<file path="src/rtl/wb_slave_regfile_pkg.sv">
// ============================================================================
// Module      : wb_slave_pkg
// Description : Shared types and default widths for the Wishbone register
//               file responder and its wait-state counter.
// Revision    : 1.0 - initial release
// ============================================================================
`default_nettype none

package wb_slave_pkg;

    localparam int WB_ADDR_W = 2;
    localparam int WB_DATA_W = 8;

    typedef enum logic [1:0] {
        IDLE = 2'd0,
        WAIT = 2'd1,
        ACK  = 2'd2
    } wb_slv_state_t;

endpackage

`default_nettype wire

</file>
<file path="src/rtl/wb_slave_regfile_if.sv">
// ============================================================================
// Module      : wb_slave_regfile_if
// Description : Wishbone classic bus bundle. Signal names are written from the
//               slave's point of view. Optional err_o under WB_SLAVE_ERR_EN.
// Revision    : 1.0 - initial release
// ============================================================================
`default_nettype none

interface wb_slave_regfile_if
    import wb_slave_pkg::*;
#(
    parameter int ADDR_WIDTH = WB_ADDR_W,
    parameter int DATA_WIDTH = WB_DATA_W
);

    logic                  cyc_i;
    logic                  stb_i;
    logic                  we_i;
    logic [ADDR_WIDTH-1:0] adr_i;
    logic [DATA_WIDTH-1:0] dat_i;
    logic [DATA_WIDTH-1:0] dat_o;
    logic                  ack_o;
`ifdef WB_SLAVE_ERR_EN
    logic                  err_o;

    modport slave  (input  cyc_i, stb_i, we_i, adr_i, dat_i,
                    output dat_o, ack_o, err_o);
    modport master (output cyc_i, stb_i, we_i, adr_i, dat_i,
                    input  dat_o, ack_o, err_o);
`else
    modport slave  (input  cyc_i, stb_i, we_i, adr_i, dat_i,
                    output dat_o, ack_o);
    modport master (output cyc_i, stb_i, we_i, adr_i, dat_i,
                    input  dat_o, ack_o);
`endif

endinterface

`default_nettype wire

</file>
<file path="src/rtl/wb_slave_regfile_wait_counter.sv">
// ============================================================================
// Module      : wb_wait_counter
// Description : Loadable wait-state down-counter. Saturates the load value at
//               MAX_WAIT, stops at zero, flags the last wait cycle.
// Revision    : 1.0 - initial release
// ============================================================================
`default_nettype none

module wb_wait_counter #(
    parameter int MAX_WAIT = 7,
    parameter int CNT_W    = (MAX_WAIT > 0) ? $clog2(MAX_WAIT + 1) : 1
) (
    input  wire logic             clk_i,
    input  wire logic             rst_i,
    input  wire logic             load_i,
    input  wire logic [CNT_W-1:0] load_val_i,
    input  wire logic             clr_i,
    output logic                  load_zero_o,
    output logic                  last_o
);

    localparam logic [CNT_W-1:0] MAX_C = CNT_W'(MAX_WAIT);

    logic [CNT_W-1:0] cnt_q;
    logic [CNT_W-1:0] cnt_d;
    logic [CNT_W-1:0] sat_val;

    always_comb begin
        sat_val = (load_val_i > MAX_C) ? MAX_C : load_val_i;
        cnt_d   = cnt_q;
        if (clr_i) begin
            cnt_d = '0;
        end else if (load_i) begin
            cnt_d = sat_val;
        end else if (cnt_q != '0) begin
            cnt_d = cnt_q - CNT_W'(1);
        end
    end

    assign load_zero_o = (sat_val == '0);
    assign last_o      = (cnt_q == CNT_W'(1));

    always_ff @(posedge clk_i) begin
        if (rst_i) begin
            cnt_q <= '0;
        end else begin
            cnt_q <= cnt_d;
        end
    end

endmodule

`default_nettype wire

</file>
<file path="src/rtl/wb_slave_regfile.sv">
// ============================================================================
// Module      : wb_slave_regfile
// Description : Wishbone classic responder with NUM_REGS registers and a
//               run-time wait-state count. WB_SLAVE_ERR_EN routes
//               out-of-range accesses to err_o instead of ack_o.
// Revision    : 1.0 - initial release
// ============================================================================
`default_nettype none

module wb_slave_regfile
    import wb_slave_pkg::*;
#(
    parameter int                    ADDR_WIDTH = WB_ADDR_W,
    parameter int                    DATA_WIDTH = WB_DATA_W,
    parameter int                    NUM_REGS   = 4,
    parameter int                    MAX_WAIT   = 7,
    parameter logic [DATA_WIDTH-1:0] RESET_VAL  = '0,
    localparam int                   WCFG_W     = (MAX_WAIT > 0) ? $clog2(MAX_WAIT + 1) : 1
) (
    input  wire logic                           clk_i,
    input  wire logic                           rst_i,
    wb_slave_regfile_if.slave                   bus,
    input  wire logic [WCFG_W-1:0]              wait_cfg_i,
    output logic                                reg_wr_o,
    output logic [ADDR_WIDTH-1:0]               reg_idx_o,
    output logic [NUM_REGS*DATA_WIDTH-1:0]      regs_o
);

    localparam logic [ADDR_WIDTH:0] NUM_REGS_C = (ADDR_WIDTH + 1)'(NUM_REGS);

    wb_slv_state_t state_q, state_d;

    logic                  req;
    logic                  cnt_load;
    logic                  cnt_clr;
    logic                  cnt_load_zero;
    logic                  cnt_last;
    logic                  commit;
    logic                  in_range;
    logic [DATA_WIDTH-1:0] rd_val;

    logic [ADDR_WIDTH-1:0] adr_q;
    logic                  we_q;
    logic [DATA_WIDTH-1:0] wdat_q;
    logic                  ack_q;
    logic                  wr_q;
    logic [DATA_WIDTH-1:0] rdat_q;
    logic [ADDR_WIDTH-1:0] idx_q;
    logic [DATA_WIDTH-1:0] regs_q [NUM_REGS];
`ifdef WB_SLAVE_ERR_EN
    logic                  err_q;
`endif

    wb_wait_counter #(
        .MAX_WAIT (MAX_WAIT),
        .CNT_W    (WCFG_W)
    ) u_wait_cnt (
        .clk_i       (clk_i),
        .rst_i       (rst_i),
        .load_i      (cnt_load),
        .load_val_i  (wait_cfg_i),
        .clr_i       (cnt_clr),
        .load_zero_o (cnt_load_zero),
        .last_o      (cnt_last)
    );

    assign req      = bus.cyc_i & bus.stb_i;
    assign in_range = ({1'b0, adr_q} < NUM_REGS_C);

    always_comb begin
        state_d  = state_q;
        cnt_load = 1'b0;
        cnt_clr  = 1'b0;
        commit   = 1'b0;
        case (state_q)
            IDLE: begin
                if (req) begin
                    cnt_load = 1'b1;
                    state_d  = cnt_load_zero ? ACK : WAIT;
                end
            end
            WAIT: begin
                // A dropped cyc/stb wins over the terminal count.
                if (!req) begin
                    cnt_clr = 1'b1;
                    state_d = IDLE;
                end else if (cnt_last) begin
                    state_d = ACK;
                end
            end
            ACK: begin
                commit  = 1'b1;
                state_d = IDLE;
            end
            default: state_d = IDLE;
        endcase
    end

    always_comb begin
        rd_val = '0;
        for (int k = 0; k < NUM_REGS; k++) begin
            if (adr_q == ADDR_WIDTH'(k)) begin
                rd_val = regs_q[k];
            end
        end
    end

    always_ff @(posedge clk_i) begin
        if (rst_i) begin
            state_q <= IDLE;
            adr_q   <= '0;
            we_q    <= 1'b0;
            wdat_q  <= '0;
            ack_q   <= 1'b0;
            wr_q    <= 1'b0;
            rdat_q  <= '0;
            idx_q   <= '0;
`ifdef WB_SLAVE_ERR_EN
            err_q   <= 1'b0;
`endif
            for (int k = 0; k < NUM_REGS; k++) begin
                regs_q[k] <= RESET_VAL;
            end
        end else begin
            state_q <= state_d;
            ack_q   <= 1'b0;
            wr_q    <= 1'b0;
            rdat_q  <= '0;
`ifdef WB_SLAVE_ERR_EN
            err_q   <= 1'b0;
`endif
            if (cnt_load) begin
                adr_q  <= bus.adr_i;
                we_q   <= bus.we_i;
                wdat_q <= bus.dat_i;
            end
            if (commit) begin
                idx_q <= adr_q;
                wr_q  <= we_q & in_range;
`ifdef WB_SLAVE_ERR_EN
                ack_q <= in_range;
                err_q <= ~in_range;
`else
                ack_q <= 1'b1;
`endif
                if (!we_q) begin
                    rdat_q <= rd_val;
                end
                for (int k = 0; k < NUM_REGS; k++) begin
                    if (we_q && adr_q == ADDR_WIDTH'(k)) begin
                        regs_q[k] <= wdat_q;
                    end
                end
            end
        end
    end

    assign bus.ack_o = ack_q;
    assign bus.dat_o = rdat_q;
`ifdef WB_SLAVE_ERR_EN
    assign bus.err_o = err_q;
`endif
    assign reg_wr_o  = wr_q;
    assign reg_idx_o = idx_q;

    generate
        for (genvar g = 0; g < NUM_REGS; g++) begin : g_flat
            assign regs_o[g*DATA_WIDTH +: DATA_WIDTH] = regs_q[g];
        end
    endgenerate

endmodule

`default_nettype wire

</file>
<file path="src/flat_wrapper.sv">
// flat-port wrapper written by rule: the top's interface ports become plain ports
module wb_slave_regfile_flat import wb_slave_pkg::*;
#(
    parameter int                    ADDR_WIDTH = WB_ADDR_W,
    parameter int                    DATA_WIDTH = WB_DATA_W,
    parameter int                    NUM_REGS   = 4,
    parameter int                    MAX_WAIT   = 7,
    parameter logic [DATA_WIDTH-1:0] RESET_VAL  = '0,
    localparam int                   WCFG_W     = (MAX_WAIT > 0) ? $clog2(MAX_WAIT + 1) : 1
)
  (clk_i, rst_i, wait_cfg_i, reg_wr_o, reg_idx_o, regs_o, bus_cyc_i, bus_stb_i, bus_we_i, bus_adr_i, bus_dat_i, bus_dat_o, bus_ack_o);
  wb_slave_regfile_if #(.ADDR_WIDTH(ADDR_WIDTH), .DATA_WIDTH(DATA_WIDTH)) bus_i ();
  input  wire logic clk_i;
  input  wire logic rst_i;
  input  wire logic [WCFG_W-1:0] wait_cfg_i;
  output logic reg_wr_o;
  output logic [ADDR_WIDTH-1:0] reg_idx_o;
  output logic [NUM_REGS*DATA_WIDTH-1:0] regs_o;
  input wire logic [$bits(bus_i.cyc_i)-1:0] bus_cyc_i;
  input wire logic [$bits(bus_i.stb_i)-1:0] bus_stb_i;
  input wire logic [$bits(bus_i.we_i)-1:0] bus_we_i;
  input wire logic [$bits(bus_i.adr_i)-1:0] bus_adr_i;
  input wire logic [$bits(bus_i.dat_i)-1:0] bus_dat_i;
  output wire logic [$bits(bus_i.dat_o)-1:0] bus_dat_o;
  output wire logic [$bits(bus_i.ack_o)-1:0] bus_ack_o;
  assign bus_i.cyc_i = bus_cyc_i;
  assign bus_i.stb_i = bus_stb_i;
  assign bus_i.we_i = bus_we_i;
  assign bus_i.adr_i = bus_adr_i;
  assign bus_i.dat_i = bus_dat_i;
  assign bus_dat_o = bus_i.dat_o;
  assign bus_ack_o = bus_i.ack_o;
  wb_slave_regfile #(.ADDR_WIDTH(ADDR_WIDTH), .DATA_WIDTH(DATA_WIDTH), .NUM_REGS(NUM_REGS), .MAX_WAIT(MAX_WAIT), .RESET_VAL(RESET_VAL)) u_core (.clk_i(clk_i), .rst_i(rst_i), .bus(bus_i), .wait_cfg_i(wait_cfg_i), .reg_wr_o(reg_wr_o), .reg_idx_o(reg_idx_o), .regs_o(regs_o));
endmodule
</file>
<file path="config.mk">
export PLATFORM = sky130hd
export DESIGN_NAME = wb_slave_regfile_flat
export DESIGN_NICKNAME = d
export VERILOG_FILES = /design/src/rtl/wb_slave_regfile_pkg.sv /design/src/rtl/wb_slave_regfile_if.sv /design/src/rtl/wb_slave_regfile_wait_counter.sv /design/src/rtl/wb_slave_regfile.sv /design/src/flat_wrapper.sv
export SDC_FILE = /design/constraint.sdc
export NUM_CORES = 1
export LEC_CHECK = 0
export ABC_AREA = 1
export ABC_CLOCK_PERIOD_IN_PS = 1600
export BUFFER_PORTS_ARGS = -buffer_cell sky130_fd_sc_hd__buf_4
export CORE_UTILIZATION = 35
export DETAILED_ROUTE_END_ITERATION = 8
export SETUP_SLACK_MARGIN = 0.02
export SLEW_MARGIN = 40
export SYNTH_ARGS = -nofsm -noshare
export SYNTH_HDL_FRONTEND = slang
export SYNTH_SLANG_ARGS = --single-unit
</file>
<file path="constraint.sdc">
create_clock -name clk_i -period 1.6 [get_ports clk_i]
set_input_delay 0.32 -clock clk_i [delete_from_list [all_inputs] [get_ports clk_i]]
set_output_delay 0.32 -clock clk_i [all_outputs]
set_load 0.005 [all_outputs]
</file>
After elaboration in Yosys (flattened, before gate mapping)
Memories as Yosys holds them, arrays and structs flattened.
Cells that the tools add are included.

cells by class
  bitwise logic cells = 6
  order comparisons = 1
  muxes and demuxes = 40
  add/subtract/negate cells = 1
  equal/unequal tests = 8
  reduce and logical (&&, ||, !) cells = 13

operators with widths
  cell                 count
  $mux 8               8
  $mux 1               24
  $mux 3               3
  $mux 2               4
  $eq 2x2->1 const B   3
  $eq 2x1->1 const B   2
  $logic_and 1x1->1    4
  $logic_not 2->1      2
  $or 1x1->1           4
  $pmux 2 s2           1
  $reduce_or 2->1      2
  $eq 3x1->1 const B   1
  $gt 3x3->1 const B   1
  $logic_not 3->1      1
  $ne 3x3->1 const B   1
  $reduce_bool 3->1    1
  $reduce_or 3->1      1
  $sub 3x1->3 const B  1
  $ne 2x1->1 const B   1
  $reduce_and 2->1     1
  $reduce_bool 2->1    1
  $and 1x1->1          1
  $not 1->1            1

storage, ports and cells
  logic and storage cells = 79
  RAM bits = 32
  memories kept = 1
  bits in registers = 28
  output and inout port bits = 44
  bits of input ports = 18

memories
  memory         depth  bits a word  read ports  clocked after memory_dff  write ports  line                    text
  u_core.regs_q  4      8            4           0                         4            wb_slave_regfile.sv:49  logic [DATA_WIDTH-1:0] regs_q [NUM_REGS];

Logic depth before layout (Yosys ltp)
  depth after elaboration = 7
  mapped depth = 8
  gate-level depth less buffers = 8

Hierarchy
Synthesis repeated with hierarchy kept, for this count alone.

unflattened totals
  cell total of the unflattened synthesis = 309
  area total of the unflattened synthesis = 2690.1 um2

modules (own cells, without submodules)
  module            instances  sequential area each (um2)  area an instance (um2)  cells each
  wb_slave_regfile  1          1461.4                      2462.4                  271
  wb_wait_counter   1          60.1                        227.7                   38

Worst setup path after synthesis
OpenSTA, ideal clock, no wires.

  kind = flip-flop to flip-flop
  from = register u_core.adr_q[0]
  to = memory u_core.regs_q[0][0] in the netlist's numbering, enable pin
  slack = -0.214 ns
  required time = 1.216 ns
  period minus slack after synthesis = 1.814 ns
  data arrival time = 1.430 ns
  path buffers = 1
  stages on the path, launching flop included = 5
  setup time = 0.384 ns
  path through = dfxtp_1 -> buf_4 -> nor2_2 -> nand2_1 -> o21ai_0

RTL lines
  element                   line                     text
  start: declaration        wb_slave_regfile.sv:42   logic [ADDR_WIDTH-1:0] adr_q;
  start signal: assignment  wb_slave_regfile.sv:133  adr_q <= bus.adr_i;
  end: declaration          wb_slave_regfile.sv:49

==> flow_metrics.tcl <==
set metrics [dict create \
    status "finished clean" \
    grt_pass1_vias 1823 \
    drtPass1Iterations 4 \
    comb_power_share 0.127 \
    dp_cells 456 \
    core-area_mm2 0.006944 \
    setup_violations 0 \
    vias_per_cell 4.360 \
    max_freq_mhz 692.7 \
    synth_top_area_frac 0.3743 \
    synth_area_leaders "edfxtp_1, dfxtp_1, nor2_1, nand2_1, o21ai_0" \
    cts_hold_buf 0 \
    p_total_w 0.003738 \
    clockBufferDepth 2 \
    min-delay-start "bus_we_i" \
    drive_gt1_frac 0.3005 \
    avgSynthCellArea_um2 8.793 \
    start_util 0.3697 \
    power.switching_w 0.0008963 \
    overflow 0 \
    r2r-start "u_core.adr_q[1]" \
    syn_inst 292 \
    port_buffers 61 \
    synth_top_cell_by_area "edfxtp_1" \
    dpl.hpwl_mm 4.384 \
    synth_edf_count 32 \
    fin_crit_ps 1444 \
    cellLeakagePower_nw 1.580 \
    slowest_delay_ps 580 \
    hold_path_end "u_core.we_q" \
    irDropWorstVdd_uv 475.6 \
    first_iter_violations 103 \
    cts_made_buffers 9 \
    grt_max_degree 18 \
    synth.top_cells.by_count "nor2_1, nand2_1, edfxtp_1, dfxtp_1, inv_1" \
    worstSetupPathType "flip-flop to flip-flop" \
    r2r_end "u_core.regs_q[0][2]" \
    worst_setup_path_start_kind "flip-flop" \
    drc 0 \
    synth_cell_type_count 24 \
    hold_viol 0 \
    yosys.area_share.simple 0.3041 \
    antenna_cells 0 \
    ys.flop_type "edfxtp_1" \
    seq_power_share 0.464 \
    clkTransAtPathRegs_ps 70 \
    cp-end-kind "flip-flop" \
    htreeDepth 3 \
    hold_depth 3 \
    synth.net_count 313 \
    synth_compound_area_frac 0.04094 \
    dieArea_mm2 0.007683 \
    area_growth_pct 33.72 \
    synth_area_mm2 0.002567 \
    crit_arrival_ps 1410 \
    slew_headroom 0.5041 \
    finalWirelength_mm 5.863 \
    async_flop_share 0 \
    p_clk_frac 0.408 \
    drv_cap 0 \
    r2r_slack_ps 160 \
    post-cts-setup-buffers 0 \
    ant_nets 0 \
    rsz0062_at_grt "no" \
    required_ps 1570 \
    yosysSeqAreaShare 0.5926 \
    num_vias 2058 \
    swShare 0.2398 \
    finClkSkew_ps 9.164 \
    pwr_density_cell_mw_per_mm2 1089 \
    reg2reg_depth 3 \
    synth_seq_cells 60 \
    cts.sinks 60 \
    critical_path.cell_chain "nor2_2 -> nand2_1 -> o21ai_1" \
    worst_pin_slew_ps 738.9 \
    crit_fanout 8 \
    grt_pass1_wl_mm 9.280 \
    synthAdderAreaFrac 0.01462 \
    cts_root_buf "clkbuf_8" \
    fp.dieW_um 87.65 \
    nets 392 \
    grt.total_usage 0.1684 \
    die-height_um 87.65 \
    num_rows 30 \
    synthXorXnorAreaFrac 0.003411 \
    fin_crit_sh 0.9022 \
    synth_top_family_by_area "simple AND/OR/NAND/NOR gates" \
    intPower_w 0.002841 \
    postLayoutCoreUtil 0.4944 \
    slew_viol_final 0 \
    instances_no_fill 472 \
    cts_tree "yes" \
    routedWlPerCell_um 12.42 \
    min_path_type "primary input to flip-flop" \
    gp_congestion 0.7529 \
    grt_antenna_before_repair 0 \
    timing.hold.ws_ps 234.2 \
    synth_warnings 0 \
    post_cts_resized 0 \
    slowest_stage "o21ai_1" \
    synth_most_common_cell "nor2_1" \
    clk_latency_ps 340 \
    synthMuxAreaShare 0 \
    num_io_pins 62 \
]
## per-layer routing
metal,part of all wire,GRT usage
met5,0,0
met4,0.013,0.05365
met3,0.055,0.06315
met2,0.47,0.2699
met1,0.46,0.2114
## worst max-delay path: cells and delay by family (launching register included)
family           cells  cell delay, ps
AO/OA/AOI/OAI        1             580
flip-flops           1             320
AND/OR/NAND/NOR      2             180
## how the worst max path moves through the flow
stage	to	startpoint
CTS	u_core.regs_q[0][7]	u_core.adr_q[1]
detailed placement	u_core.regs_q[0][5]	u_core.adr_q[1]
finish	u_core.regs_q[0][2]	u_core.adr_q[1]
global route	u_core.regs_q[0][7]	u_core.adr_q[1]
floorplan	u_core.regs_q[0][0]	u_core.adr_q[0]
global placement	u_core.regs_q[0][6]	u_core.adr_q[1]
## power groups by stage
stage	clock [W]	sequential, W	combinational [W]
final	0.00153	0.00174	0.000476
after global routing	0.00163	0.00174	0.000546
after CTS	0.00155	0.00174	0.000482
after detailed placement	0	0.00177	0.000479
after global placement	0	0.00177	0.000472
after floorplan	0	0.00177	0.000292
## registers in the layout (all words and copies together), names as in the netlist
name,flops
u_core.regs_q,32
u_core.reg_wr_o,1
u_core.bus.ack_o,1
u_core.u_wait_cnt.cnt_q,3
u_core.state_q,2
u_core.adr_q,2
u_core.wdat_q,8
u_core.bus.dat_o,8
u_core.reg_idx_o,2
u_core.we_q,1
## per-stage QoR
stage | setup slack, ps | instance area (um^2) | TNS [ps]
finish | 156.4 | 3433 | 0
global route | 37.60 | 3433 | 0
CTS | 141.9 | 3433 | 0
detailed placement | 151.6 | 3208 | 0
global placement | 176.3 | 3208 | 0
floorplan | -4.218 | 2567 | -33.74
## cells by family after synthesis
kind of cell | count (synthesis)
AND/OR/NAND/NOR | 179
flip-flops | 60
buffers and inverters | 28
AO/OA/AOI/OAI | 21
adder cells (fa/ha/maj) | 3
XOR/XNOR | 1
## layout by cell type, fill, tap and decap left out, drive strengths merged
cell type | netlist | final
a21oi | 4 | 4
nand4 | 1 | 1
nor3 | 1 | 1
buf | 4 | 73
nor2 | 84 | 84
ha | 3 | 3
clkbuf | 1 | 11
bufinv | 0 | 2
o21ai | 17 | 17
inv | 23 | 23
xnor2 | 1 | 1
nand2 | 79 | 79
nand3 | 6 | 6
edfxtp | 32 | 32
clkinv | 0 | 3
or2 | 8 | 8
dfxtp | 28 | 28
## final cells by class
cell class                      instances  area (um^2)
Sequential cell                        60         1521
Clock buffer                           11        151.4
Inverter                               23        86.33
Timing Repair Buffer                   73        548.0
Multi-Input combinational cell        204        932.1
Clock inverter                          5        73.82
Fill cell                             683         3511
Tap cell                               96        120.1
(Power assumes the default switching activity.)
